--- config.mk ---
export PLATFORM = sky130hd
export DESIGN_NAME = cls_argmax_flat
export DESIGN_NICKNAME = d
export VERILOG_FILES = /design/src/rtl/cnn_pkg.sv /design/src/rtl/cls_argmax_if.sv /design/src/rtl/cls_cmp.sv /design/src/rtl/cls_argmax.sv /design/src/flat_wrapper.sv
export SDC_FILE = /design/constraint.sdc
export NUM_CORES = 1
export LEC_CHECK = 0
export ABC_CLOCK_PERIOD_IN_PS = 6650
export BUFFER_PORTS_ARGS = -buffer_cell sky130_fd_sc_hd__buf_2
export CAP_MARGIN = 20
export CORE_AREA = 2 2 202 204
export CTS_CLUSTER_SIZE = 12
export DETAILED_ROUTE_END_ITERATION = 7
export DIE_AREA = 0 0 204 206
export GPL_TIMING_DRIVEN = 0
export SKIP_LAST_GASP = 1
export SYNTH_ARGS = -nofsm -noshare
export SYNTH_HDL_FRONTEND = slang
export SYNTH_SLANG_ARGS = --single-unit
--- constraint.sdc ---
create_clock -name clk -period 6.65 [get_ports clk]
set_input_delay 0.3325 -clock clk [delete_from_list [all_inputs] [get_ports clk]]
set_output_delay 0.3325 -clock clk [all_outputs]
set_load 0.02 [all_outputs]
--- src/rtl/cnn_pkg.sv ---
// Shared definitions for the CNN pipeline stages: score width, class count,
// confidence threshold default and the output-stage state encoding.
package cnn_pkg;

    localparam int DW      = 16;
    localparam int N_CLASS = 10;
    localparam int IDX_W   = 4;

    localparam logic [DW-1:0] CONF_TH_DEF = 16'h0040;

    localparam logic [1:0] ST_IDLE = 2'd0;
    localparam logic [1:0] ST_SCAN = 2'd1;
    localparam logic [1:0] ST_DONE = 2'd2;

    typedef logic [DW-1:0] score_t;

    // Running best and runner-up tracked by the argmax scan.
    typedef struct packed {
        score_t           max;
        score_t           sec;
        logic [IDX_W-1:0] cls;
    } best_t;

endpackage

--- src/rtl/cls_argmax_if.sv ---
// Score inputs and classification results of the argmax stage.
interface cls_argmax_if;
    import cnn_pkg::*;

    logic       in_start;
    score_t     in_CLS_1;
    score_t     in_CLS_2;
    score_t     in_CLS_3;
    score_t     in_CLS_4;
    score_t     in_CLS_5;
    score_t     in_CLS_6;
    score_t     in_CLS_7;
    score_t     in_CLS_8;
    score_t     in_CLS_9;
    score_t     in_CLS_10;
    logic [3:0] out_class;
    score_t     out_max;
    score_t     out_margin;
    logic       out_low_conf;
    logic       out_valid;
    logic       out_busy;

    modport master (
        output in_start, in_CLS_1, in_CLS_2, in_CLS_3, in_CLS_4, in_CLS_5,
               in_CLS_6, in_CLS_7, in_CLS_8, in_CLS_9, in_CLS_10,
        input  out_class, out_max, out_margin, out_low_conf, out_valid, out_busy
    );

    modport slave (
        input  in_start, in_CLS_1, in_CLS_2, in_CLS_3, in_CLS_4, in_CLS_5,
               in_CLS_6, in_CLS_7, in_CLS_8, in_CLS_9, in_CLS_10,
        output out_class, out_max, out_margin, out_low_conf, out_valid, out_busy
    );

endinterface

--- src/rtl/cls_cmp.sv ---
// One step of the argmax scan: fold score v at index idx into the running
// (max, sec, cls). Index 0 restarts the accumulation.
module cls_cmp
    import cnn_pkg::*;
(
    input  score_t           v,
    input  logic [IDX_W-1:0] idx,
    input  best_t            cur,
    output best_t            nxt
);

    always_comb begin
        nxt = cur;
        if (idx == '0) begin
            nxt.max = v;
            nxt.sec = '0;
            nxt.cls = '0;
        end else if (v > cur.max) begin
            nxt.sec = cur.max;
            nxt.max = v;
            nxt.cls = idx;
        end else if (v == cur.max) begin
            // Equal score: earliest class keeps the win, margin collapses to 0.
            nxt.sec = v;
        end else if (v > cur.sec) begin
            nxt.sec = v;
        end
    end

endmodule

--- src/rtl/cls_argmax.sv ---
// Classification output stage: captures ten class scores on a start strobe,
// scans them one per cycle and holds winner, score, margin and confidence.
module cls_argmax
    import cnn_pkg::*;
#(
    parameter logic [DW-1:0] CONF_TH = CONF_TH_DEF
) (
    input  logic         clk,
    input  logic         rst,
    cls_argmax_if.slave  bus
);

    logic [1:0]       state_q, state_d;
    logic [IDX_W-1:0] idx_q, idx_d;
    best_t            best_q, best_d, best_upd;
    score_t           buffer_q [N_CLASS];
    score_t           buffer_d [N_CLASS];
    score_t           in_scores [N_CLASS];
    score_t           scan_v;
    score_t           margin;
    logic             capture;

    logic [3:0]       out_class_q, out_class_d;
    score_t           out_max_q, out_max_d;
    score_t           out_margin_q, out_margin_d;
    logic             out_low_conf_q, out_low_conf_d;
    logic             out_valid_q, out_valid_d;

    assign in_scores[0] = bus.in_CLS_1;
    assign in_scores[1] = bus.in_CLS_2;
    assign in_scores[2] = bus.in_CLS_3;
    assign in_scores[3] = bus.in_CLS_4;
    assign in_scores[4] = bus.in_CLS_5;
    assign in_scores[5] = bus.in_CLS_6;
    assign in_scores[6] = bus.in_CLS_7;
    assign in_scores[7] = bus.in_CLS_8;
    assign in_scores[8] = bus.in_CLS_9;
    assign in_scores[9] = bus.in_CLS_10;

    // Inputs are only looked at on an accepted start; the scan runs from the copy.
    assign capture = (state_q == ST_IDLE) && bus.in_start;

    generate
        for (genvar gi = 0; gi < N_CLASS; gi++) begin : g_buf
            assign buffer_d[gi] = capture ? in_scores[gi] : buffer_q[gi];
        end
    endgenerate

    always_ff @(posedge clk) begin
        for (int i = 0; i < N_CLASS; i++) begin
            if (!rst) buffer_q[i] <= '0;
            else      buffer_q[i] <= buffer_d[i];
        end
    end

    assign scan_v = buffer_q[idx_q];
    assign margin = best_q.max - best_q.sec;

    cls_cmp u_cmp (
        .v   (scan_v),
        .idx (idx_q),
        .cur (best_q),
        .nxt (best_upd)
    );

    always_comb begin
        state_d        = state_q;
        idx_d          = idx_q;
        best_d         = best_q;
        out_class_d    = out_class_q;
        out_max_d      = out_max_q;
        out_margin_d   = out_margin_q;
        out_low_conf_d = out_low_conf_q;
        out_valid_d    = 1'b0;
        case (state_q)
            ST_IDLE: begin
                if (bus.in_start) begin
                    state_d = ST_SCAN;
                    idx_d   = '0;
                end
            end
            ST_SCAN: begin
                best_d = best_upd;
                idx_d  = idx_q + 1'b1;
                if (idx_q == IDX_W'(N_CLASS - 1)) state_d = ST_DONE;
            end
            ST_DONE: begin
                out_class_d    = best_q.cls;
                out_max_d      = best_q.max;
                out_margin_d   = margin;
                out_low_conf_d = (margin < CONF_TH);
                out_valid_d    = 1'b1;
                state_d        = ST_IDLE;
            end
            default: begin
                state_d = ST_IDLE;
            end
        endcase
    end

    always_ff @(posedge clk) begin
        if (!rst) begin
            state_q        <= ST_IDLE;
            idx_q          <= '0;
            best_q         <= '0;
            out_class_q    <= '0;
            out_max_q      <= '0;
            out_margin_q   <= '0;
            out_low_conf_q <= 1'b0;
            out_valid_q    <= 1'b0;
        end else begin
            state_q        <= state_d;
            idx_q          <= idx_d;
            best_q         <= best_d;
            out_class_q    <= out_class_d;
            out_max_q      <= out_max_d;
            out_margin_q   <= out_margin_d;
            out_low_conf_q <= out_low_conf_d;
            out_valid_q    <= out_valid_d;
        end
    end

    assign bus.out_class    = out_class_q;
    assign bus.out_max      = out_max_q;
    assign bus.out_margin   = out_margin_q;
    assign bus.out_low_conf = out_low_conf_q;
    assign bus.out_valid    = out_valid_q;
    assign bus.out_busy     = (state_q != ST_IDLE);

endmodule

--- src/flat_wrapper.sv ---
// flat-port wrapper written by rule: the top's interface ports become plain ports
module cls_argmax_flat import cnn_pkg::*;
#(
    parameter logic [DW-1:0] CONF_TH = CONF_TH_DEF
)
  (clk, rst, bus_in_start, bus_in_CLS_1, bus_in_CLS_2, bus_in_CLS_3, bus_in_CLS_4, bus_in_CLS_5, bus_in_CLS_6, bus_in_CLS_7, bus_in_CLS_8, bus_in_CLS_9, bus_in_CLS_10, bus_out_class, bus_out_max, bus_out_margin, bus_out_low_conf, bus_out_valid, bus_out_busy);
  cls_argmax_if bus_i ();
  input  logic clk;
  input  logic rst;
  input wire logic [$bits(bus_i.in_start)-1:0] bus_in_start;
  input wire logic [$bits(bus_i.in_CLS_1)-1:0] bus_in_CLS_1;
  input wire logic [$bits(bus_i.in_CLS_2)-1:0] bus_in_CLS_2;
  input wire logic [$bits(bus_i.in_CLS_3)-1:0] bus_in_CLS_3;
  input wire logic [$bits(bus_i.in_CLS_4)-1:0] bus_in_CLS_4;
  input wire logic [$bits(bus_i.in_CLS_5)-1:0] bus_in_CLS_5;
  input wire logic [$bits(bus_i.in_CLS_6)-1:0] bus_in_CLS_6;
  input wire logic [$bits(bus_i.in_CLS_7)-1:0] bus_in_CLS_7;
  input wire logic [$bits(bus_i.in_CLS_8)-1:0] bus_in_CLS_8;
  input wire logic [$bits(bus_i.in_CLS_9)-1:0] bus_in_CLS_9;
  input wire logic [$bits(bus_i.in_CLS_10)-1:0] bus_in_CLS_10;
  output wire logic [$bits(bus_i.out_class)-1:0] bus_out_class;
  output wire logic [$bits(bus_i.out_max)-1:0] bus_out_max;
  output wire logic [$bits(bus_i.out_margin)-1:0] bus_out_margin;
  output wire logic [$bits(bus_i.out_low_conf)-1:0] bus_out_low_conf;
  output wire logic [$bits(bus_i.out_valid)-1:0] bus_out_valid;
  output wire logic [$bits(bus_i.out_busy)-1:0] bus_out_busy;
  assign bus_i.in_start = bus_in_start;
  assign bus_i.in_CLS_1 = bus_in_CLS_1;
  assign bus_i.in_CLS_2 = bus_in_CLS_2;
  assign bus_i.in_CLS_3 = bus_in_CLS_3;
  assign bus_i.in_CLS_4 = bus_in_CLS_4;
  assign bus_i.in_CLS_5 = bus_in_CLS_5;
  assign bus_i.in_CLS_6 = bus_in_CLS_6;
  assign bus_i.in_CLS_7 = bus_in_CLS_7;
  assign bus_i.in_CLS_8 = bus_in_CLS_8;
  assign bus_i.in_CLS_9 = bus_in_CLS_9;
  assign bus_i.in_CLS_10 = bus_in_CLS_10;
  assign bus_out_class = bus_i.out_class;
  assign bus_out_max = bus_i.out_max;
  assign bus_out_margin = bus_i.out_margin;
  assign bus_out_low_conf = bus_i.out_low_conf;
  assign bus_out_valid = bus_i.out_valid;
  assign bus_out_busy = bus_i.out_busy;
  cls_argmax #(.CONF_TH(CONF_TH)) u_core (.clk(clk), .rst(rst), .bus(bus_i));
endmodule
==> results of run 1 <==
-- state kept, by name, indices dropped and copies added, names as in the netlist, named ones only --
name,cells
u_core.bus.out_max,16
u_core.bus.out_margin,16
u_core.bus.out_class,4
u_core.buffer_q,160
u_core.bus.out_valid,1
u_core.idx_q,4
u_core.state_q,2
u_core.best_q,36
u_core.bus.out_low_conf,1
-- per-stage QoR --
stage               instances  hold slack [ps]  utilization  TNS, ps
CTS                      1817             27.1        0.359        0
floorplan                1032              425            -        0
global route             1817             31.8        0.359        0
finish                   1817             56.3        0.359        0
global placement         1765              435        0.336   -41160
detailed placement       1767              442        0.337        0
-- cell type report --
| class | count | share of cell area |
|---|---|---|
| flip-flops and latches | 244 | 0.449 |
| multi-input cells | 690 | 0.343 |
| repair buffers | 203 | 0.0735 |
| clock buffers | 39 | 0.0564 |
| well taps | 532 | 0.0461 |
| plain buffers | 57 | 0.0161 |
| inverters | 41 | 0.0107 |
| clock inverters | 11 | 0.00451 |
-- worst min-delay path by stage --
stage,startpoint,endpoint
6_report,bus_in_CLS_3[2],u_core.buffer_q[2][2]
2_1_floorplan,u_core.best_q[10],u_core.best_q[10]
5_1_grt,bus_in_CLS_1[9],u_core.buffer_q[0][9]
3_3_place_gp,u_core.best_q[16],u_core.best_q[16]
4_1_cts,bus_in_CLS_10[1],u_core.buffer_q[9][1]
3_5_place_dp,u_core.best_q[10],u_core.best_q[10]
-- cells by family (layout without fill, tap and decap cells) --
| family | Yosys count | in the layout | share of synthesized area |
|---|---|---|---|
| xor+xnor | 10 | 10 | 0.00741 |
| compound gates | 177 | 177 | 0.0946 |
| flops | 244 | 244 | 0.549 |
| mux | 66 | 66 | 0.0898 |
| simple gates | 386 | 386 | 0.172 |
| fa+ha+maj | 51 | 51 | 0.0546 |
| buf+inv | 98 | 351 | 0.0327 |
-- worst max-delay path: cells and delay by family (launching register included) --
| family | cells | cell delay, ps |
|---|---|---|
| AND/OR/NAND/NOR | 3 | 530 |
| multiplexers | 1 | 420 |
| AO/OA/AOI/OAI | 7 | 1900 |
| adder cells (fa/ha/maj) | 1 | 360 |
| flip-flops | 1 | 490 |
| buffers and inverters | 2 | 960 |
-- power by group --
group | leakage (uW) | switching [uW] | internal, uW
logic | 0.00287 | 390 | 292
registers | 0.00241 | 43.4 | 1720
clock network | 0.000425 | 622 | 851
-- routing by layer --
metal / global-route usage / vias up / wire length, um
met4: 0.0474 / 0 / 898
met3: 0.0284 / 52 / 2320
met5: 0 / - / 0
met1: 0.198 / 4011 / 13900
met2: 0.266 / 329 / 15400
li1: - / 4150 / -
-- cells in the mapped netlist, drive strengths merged (2+ instances only) --
cell,count
a2111oi,2
a211oi,26
a21o,10
a21oi,67
a22oi,5
a31oi,2
and2,163
and3,8
buf,13
clkbuf,44
dfxtp,84
edfxtp,160
ha,50
inv,41
mux2i,33
mux4,32
nand2,108
nand2b,5
nand3,23
nand3b,2
nand4,9
nor2,34
nor2b,21
nor3,6
nor4,2
o2111ai,2
o211ai,2
o21a,2
o21ai,43
o21bai,5
o31ai,2
o41ai,2
or3,3
xnor2,7
xor2,3
==> run_results.csv, run 1 <==
group,metric,value,unit
run_status,run_status,"finished, final reports clean",
sta,hold_viol,0,
yosys,ys_seq_area_frac,0.549,
floorplanning,coreArea,0.0402,mm2
setup_path,endpoint_kind,"register",
yosys,synth-main-ff-cell,"edfxtp_1",
power,power_density,272,mW/mm2
sta,timing.fmax,206,MHz
hold_path,hp-class,"input port to register",
routing,dr_total_vias,8542,
setup_path,slowest_stage,"buf_1",
setup_path,crit_fanout,10,
sta,fin_worst_skew,12.9,ps
clock_tree,clkSinkCount,244,
clock_tree,post-cts-setup-buffer-count,0,
yosys,ys_top_cells_by_area,"edfxtp_1, dfxtp_1, and2_1",
placed_design,pre_cts_ws,1830,ps
global_routing,antenna_found_initial,0,
floorplanning,chipWidth,204,um
setup_path,cp-start-kind,"register",
yosys,synth-seq-cells,244,
global_routing,grt_first_pass_wirelength,49.4,mm
cells_and_area,nNetsFinal,1479,
yosys,synth_top_area_share,0.406,
placed_design,port_buffers,201,
clock_tree,cts_made_buffers,28,
clock_tree,cts_resized,0,
job,drv_cap,0,
routing,avgRoutedWirePerCell,17.9,um
floorplanning,num_io_pins,202,
yosys,synth.distinct_cells,55,
power,ir_worst_vdd,0.173,mV
routing,wl,32.5,mm
cells_and_area,layout_common_cells,"buf_2, and2_1, edfxtp_1",
setup_path,crit_required,7050,ps
clock_tree,clock_path_buffers,3,
setup_path,cp_slowest_stage_delay,550,ps
routing,vias_per_cell,4.70,
global_routing,grt_start_max_net_pins,76,
sta,report.final.slew_viol_count,0,
hold_path,whs_path_depth,2,
routing,drc,0,
cells_and_area,seqCellArea,0.00649,mm2
floorplanning,rows,74,
yosys,netlist_instances,1032,
clock_tree,root_buffer,"clkbuf_16",
global_routing,grt_pass1_vias,8769,
sta,setup_violations,0,
routing,drt_iter0_markers,494,
clock_tree,cts_max_level,1,
yosys,synth_area_leader_cell,"edfxtp_1",
sta,period_needed,4840,ps
placed_design,dp_hpwl,25.4,mm
placed_design,dpl_cell_area,0.0136,mm2
floorplanning,die-area,0.0420,mm2
power,power,3920,uW
sta,rsz0062_at_grt,"false",
setup_path,critPathKind,"register to register",
setup_path,endpoint,"u_core.best_q[29]",
cells_and_area,drive_gt1_frac,0.231,
routing,ant_nets,0,
yosys,synth_nets,1246,
setup_path,r2r_slack,1810,ps
cells_and_area,finalInstanceArea,0.0144,mm2
yosys,async_reset_ff_frac,0,
global_routing,grt-ovfl-total,0,
clock_tree,clock_latency,550,ps
yosys,syn_avg_cell_area,11.5,um2
cells_and_area,multiInputGateArea,0.00496,mm2
sta,max_slew_margin,0.427,
routing,first_pass_iters,5,
clock_tree,holdBufCountCts,0,
cells_and_area,nFillCells,4084,
power,p_leak,0.00570,uW
placed_design,gp_congestion,0.846,
global_routing,grt_use_total,0.155,
sta,worst_pin_slew,857,ps
setup_path,r2r-end,"u_core.best_q[29]",
setup_path,crit_chain,"buf_1 > mux4_2 > nor2b_1 > a211oi_1 > a21oi_1 > ha_1 > a21oi_1 > o21ai_0 > a221oi_1 > nand3b_1 > and2_1 > o21ai_2 > clkbuf_1 > o21ai_0",
clock_tree,clk_pin_slew,60,ps
sta,fin_ws,1810,ps
setup_path,cp_data_arrival_time,5250,ps
cells_and_area,area.growth.synth_to_final,22.1,%
yosys,ys_warn_count,0,
yosys,synth_edf_count,160,
yosys,synth_area,0.0118,mm2
setup_path,reg2reg_depth,14,
cells_and_area,final_common_cell,"buf_2",
sta,final.period_utilization,0.728,
floorplanning,die_y,206,um
cells_and_area,antenna_cells,0,
clock_tree,cts_tree,"built",
floorplanning,start_util,0.294,
Power figures use the tool's default switching activity.
==> inputs of run 2 (changes only) <==
--- a/config.mk
+++ b/config.mk
@@ -5,7 +5,7 @@
 export SDC_FILE = /design/constraint.sdc
 export NUM_CORES = 1
 export LEC_CHECK = 0
-export ABC_CLOCK_PERIOD_IN_PS = 6650
+export ABC_CLOCK_PERIOD_IN_PS = 4100
 export BUFFER_PORTS_ARGS = -buffer_cell sky130_fd_sc_hd__buf_2
 export CAP_MARGIN = 20
 export CORE_AREA = 2 2 202 204
==> constraint.sdc (replaced) <==
create_clock -name clk -period 4.1 [get_ports clk]
set_input_delay 0.205 -clock clk [delete_from_list [all_inputs] [get_ports clk]]
set_output_delay 0.205 -clock clk [all_outputs]
set_load 0.02 [all_outputs]
==> run 2 against run 1 <==
Wire length increased by 11%. Worst setup slack worse by 1700 ps. Combinational power increased by 92%. Maximum frequency grew 22%. Cell count is 8.9% higher. Die area stayed put.
==> run_results.csv, run 2 (same netlist as run 1, synthesis figures left out) <==
group,metric,value,unit
sta,fin_tns_setup,0,ps
floorplanning,rows,74,
clock_tree,clkSinkCount,244,
setup_path,critPathKind,"register to register",
floorplanning,start_util,0.294,
setup_path,crit_path_frequent_cell,"a21oi_1",
setup_path,cp_data_arrival_time,4440,ps
clock_tree,root_buffer,"clkbuf_16",
power,power,6690,uW
placed_design,gp_congestion,0.861,
setup_path,endpoint_kind,"register",
setup_path,cp-start-kind,"register",
hold_path,hp-class,"input port to register",
sta,report.final.slew_viol_count,0,
sta,setup_violations,0,
hold_path,hp-start,"bus_in_CLS_9[13]",
floorplanning,die-area,0.0420,mm2
cells_and_area,nNetsFinal,1640,
clock_tree,cts_made_buffers,28,
global_routing,grt_first_pass_wirelength,54.6,mm
clock_tree,cts_max_level,1,
cells_and_area,largest_reg_flops,160,
cells_and_area,regMostFlops,"u_core.buffer_q",
floorplanning,coreArea,0.0402,mm2
power,p_leak,0.00646,uW
routing,dr_total_vias,9369,
routing,vias_per_cell,4.73,
hold_path,holdPathEnd,"u_core.buffer_q[8][13]",
setup_path,r2r-end,"u_core.best_q[17]",
hold_path,whs_path_depth,2,
setup_path,cp_slowest_stage_delay,550,ps
routing,avgRoutedWirePerCell,18.2,um
run_status,run_status,"finished, final reports clean",
global_routing,grt-ovfl-total,0,
setup_path,cp_top_family,"compound AO/OA/AOI/OAI gates",
floorplanning,chipWidth,204,um
sta,final.period_utilization,0.965,
routing,drc,0,
clock_tree,cts_tree,"built",
floorplanning,num_io_pins,202,
sta,period_needed,3960,ps
sta,timing.fmax,253,MHz
setup_path,r2r_slack,140,ps
placed_design,pre_cts_ws,-846,ps
global_routing,antenna_found_initial,0,
cells_and_area,area.growth.synth_to_final,37.9,%
setup_path,reg2reg_depth,13,
sta,hold_viol,0,
routing,first_pass_iters,5,
job,drv_cap,0,
global_routing,grt_pass1_vias,9674,
routing,drt_iter0_markers,604,
clock_tree,clock_latency,550,ps
placed_design,dp_hpwl,25.5,mm
sta,max_slew_margin,0.416,
routing,ant_nets,0,
setup_path,cp_num_buf_inv,3,
sta,fin_ws,142,ps
global_routing,grt_use_total,0.171,
floorplanning,die_y,206,um
setup_path,slowest_stage,"a21oi_1",
cells_and_area,drive_gt1_frac,0.229,
setup_path,crit_fanout,10,
placed_design,port_buffers,201,
cells_and_area,reg_top3,"u_core.buffer_q x160, u_core.best_q x36",
setup_path,crit_required,4580,ps
global_routing,grt_start_max_net_pins,85,
power,power_density,410,mW/mm2
cells_and_area,layout_common_cells,"buf_2, and2_1, edfxtp_1",
clock_tree,clk_pin_slew,60,ps
clock_tree,clock_path_buffers,3,
setup_path,crit_chain,"clkbuf_1 > clkbuf_2 > a211oi_2 > a21oi_1 > ha_1 > a21oi_1 > a21oi_1 > a211oi_1 > a21oi_2 > o32ai_4 > buf_2 > nand2_1 > o21ai_0",
routing,wl,36.1,mm
cells_and_area,antenna_cells,0,
cells_and_area,final_common_cell,"buf_2",
power,ir_worst_vdd,0.322,mV
sta,fin_worst_skew,8.97,ps
sta,worst_pin_slew,876,ps
## run 2: changes by cell type in the layout (fill, tap and decap cells not counted), moves of 3 or more
| cell | previous run | this run |
|---|---|---|
| buf_6 | 0 | 4 |
| a211oi_2 | 0 | 7 |
| buf_1 | 4 | 1 |
| dlygate4sd3_1 | 0 | 158 |
| a211oi_4 | 0 | 4 |
| buf_2 | 207 | 204 |
| a211oi_1 | 26 | 15 |
| a21oi_1 | 67 | 59 |
| buf_4 | 3 | 8 |
| a21oi_2 | 0 | 8 |
| clkbuf_1 | 48 | 45 |
## run 2: cell type report
cell class / instances / area, um2
fill: 3902 / 23900
sequential: 244 / 6490
multi-input combinational: 690 / 5130
timing repair buffer: 364 / 2650
clock buffer: 41 / 848
tap: 532 / 666
buffer: 57 / 297
inverter: 41 / 154
clock inverter: 10 / 80.1
## run 2: stage by stage
| step | util | hold slack, ps | cells | cell area, um2 |
|---|---|---|---|---|
| after floorplan | - | 403 | 1032 | 11800 |
| after global placement | 0.336 | 433 | 1765 | 13500 |
| after detailed placement | 0.337 | 442 | 1766 | 13500 |
| after CTS | 0.403 | 2.10 | 1978 | 16200 |
| after global routing | 0.406 | 9.59 | 1979 | 16300 |
| final | 0.406 | 3.90 | 1979 | 16300 |
## run 2: repair_timing
item                                    4_1_cts  5_1_grt
hold buffers                                158        0
hold endpoints to repair                    158        0
pin swaps                                     0        4
gates resized for setup                      33       25
endpoints found under the setup margin       36       36
buffers inserted                              3        1
## run 2: how the worst max path moves through the flow
stage	endpoint	slack [ps]	depth (start not counted)
final	u_core.best_q[17]	140	13
after global routing	u_core.best_q[17]	-50	13
after CTS	u_core.best_q[6]	-30	14
after detailed placement	u_core.best_q[7]	-850	14
after global placement	u_core.best_q[4]	-790	14
after floorplan	u_core.best_q[20]	510	15
## run 2: metal layers
layer,track usage,vias up,part of all wire
met3,0.0296,57,0.063
li1,-,4472,-
met5,0,-,0
met2,0.303,315,0.50
met1,0.214,4525,0.42
met4,0.0455,0,0.021
## run 2: where the power goes
group / switching (uW) / total, uW / internal [uW] / leakage [uW]
clock network: 1020 / 2510 / 1490 / 0.000455
logic: 702 / 1310 / 609 / 0.00360
registers: 71.2 / 2870 / 2800 / 0.00241
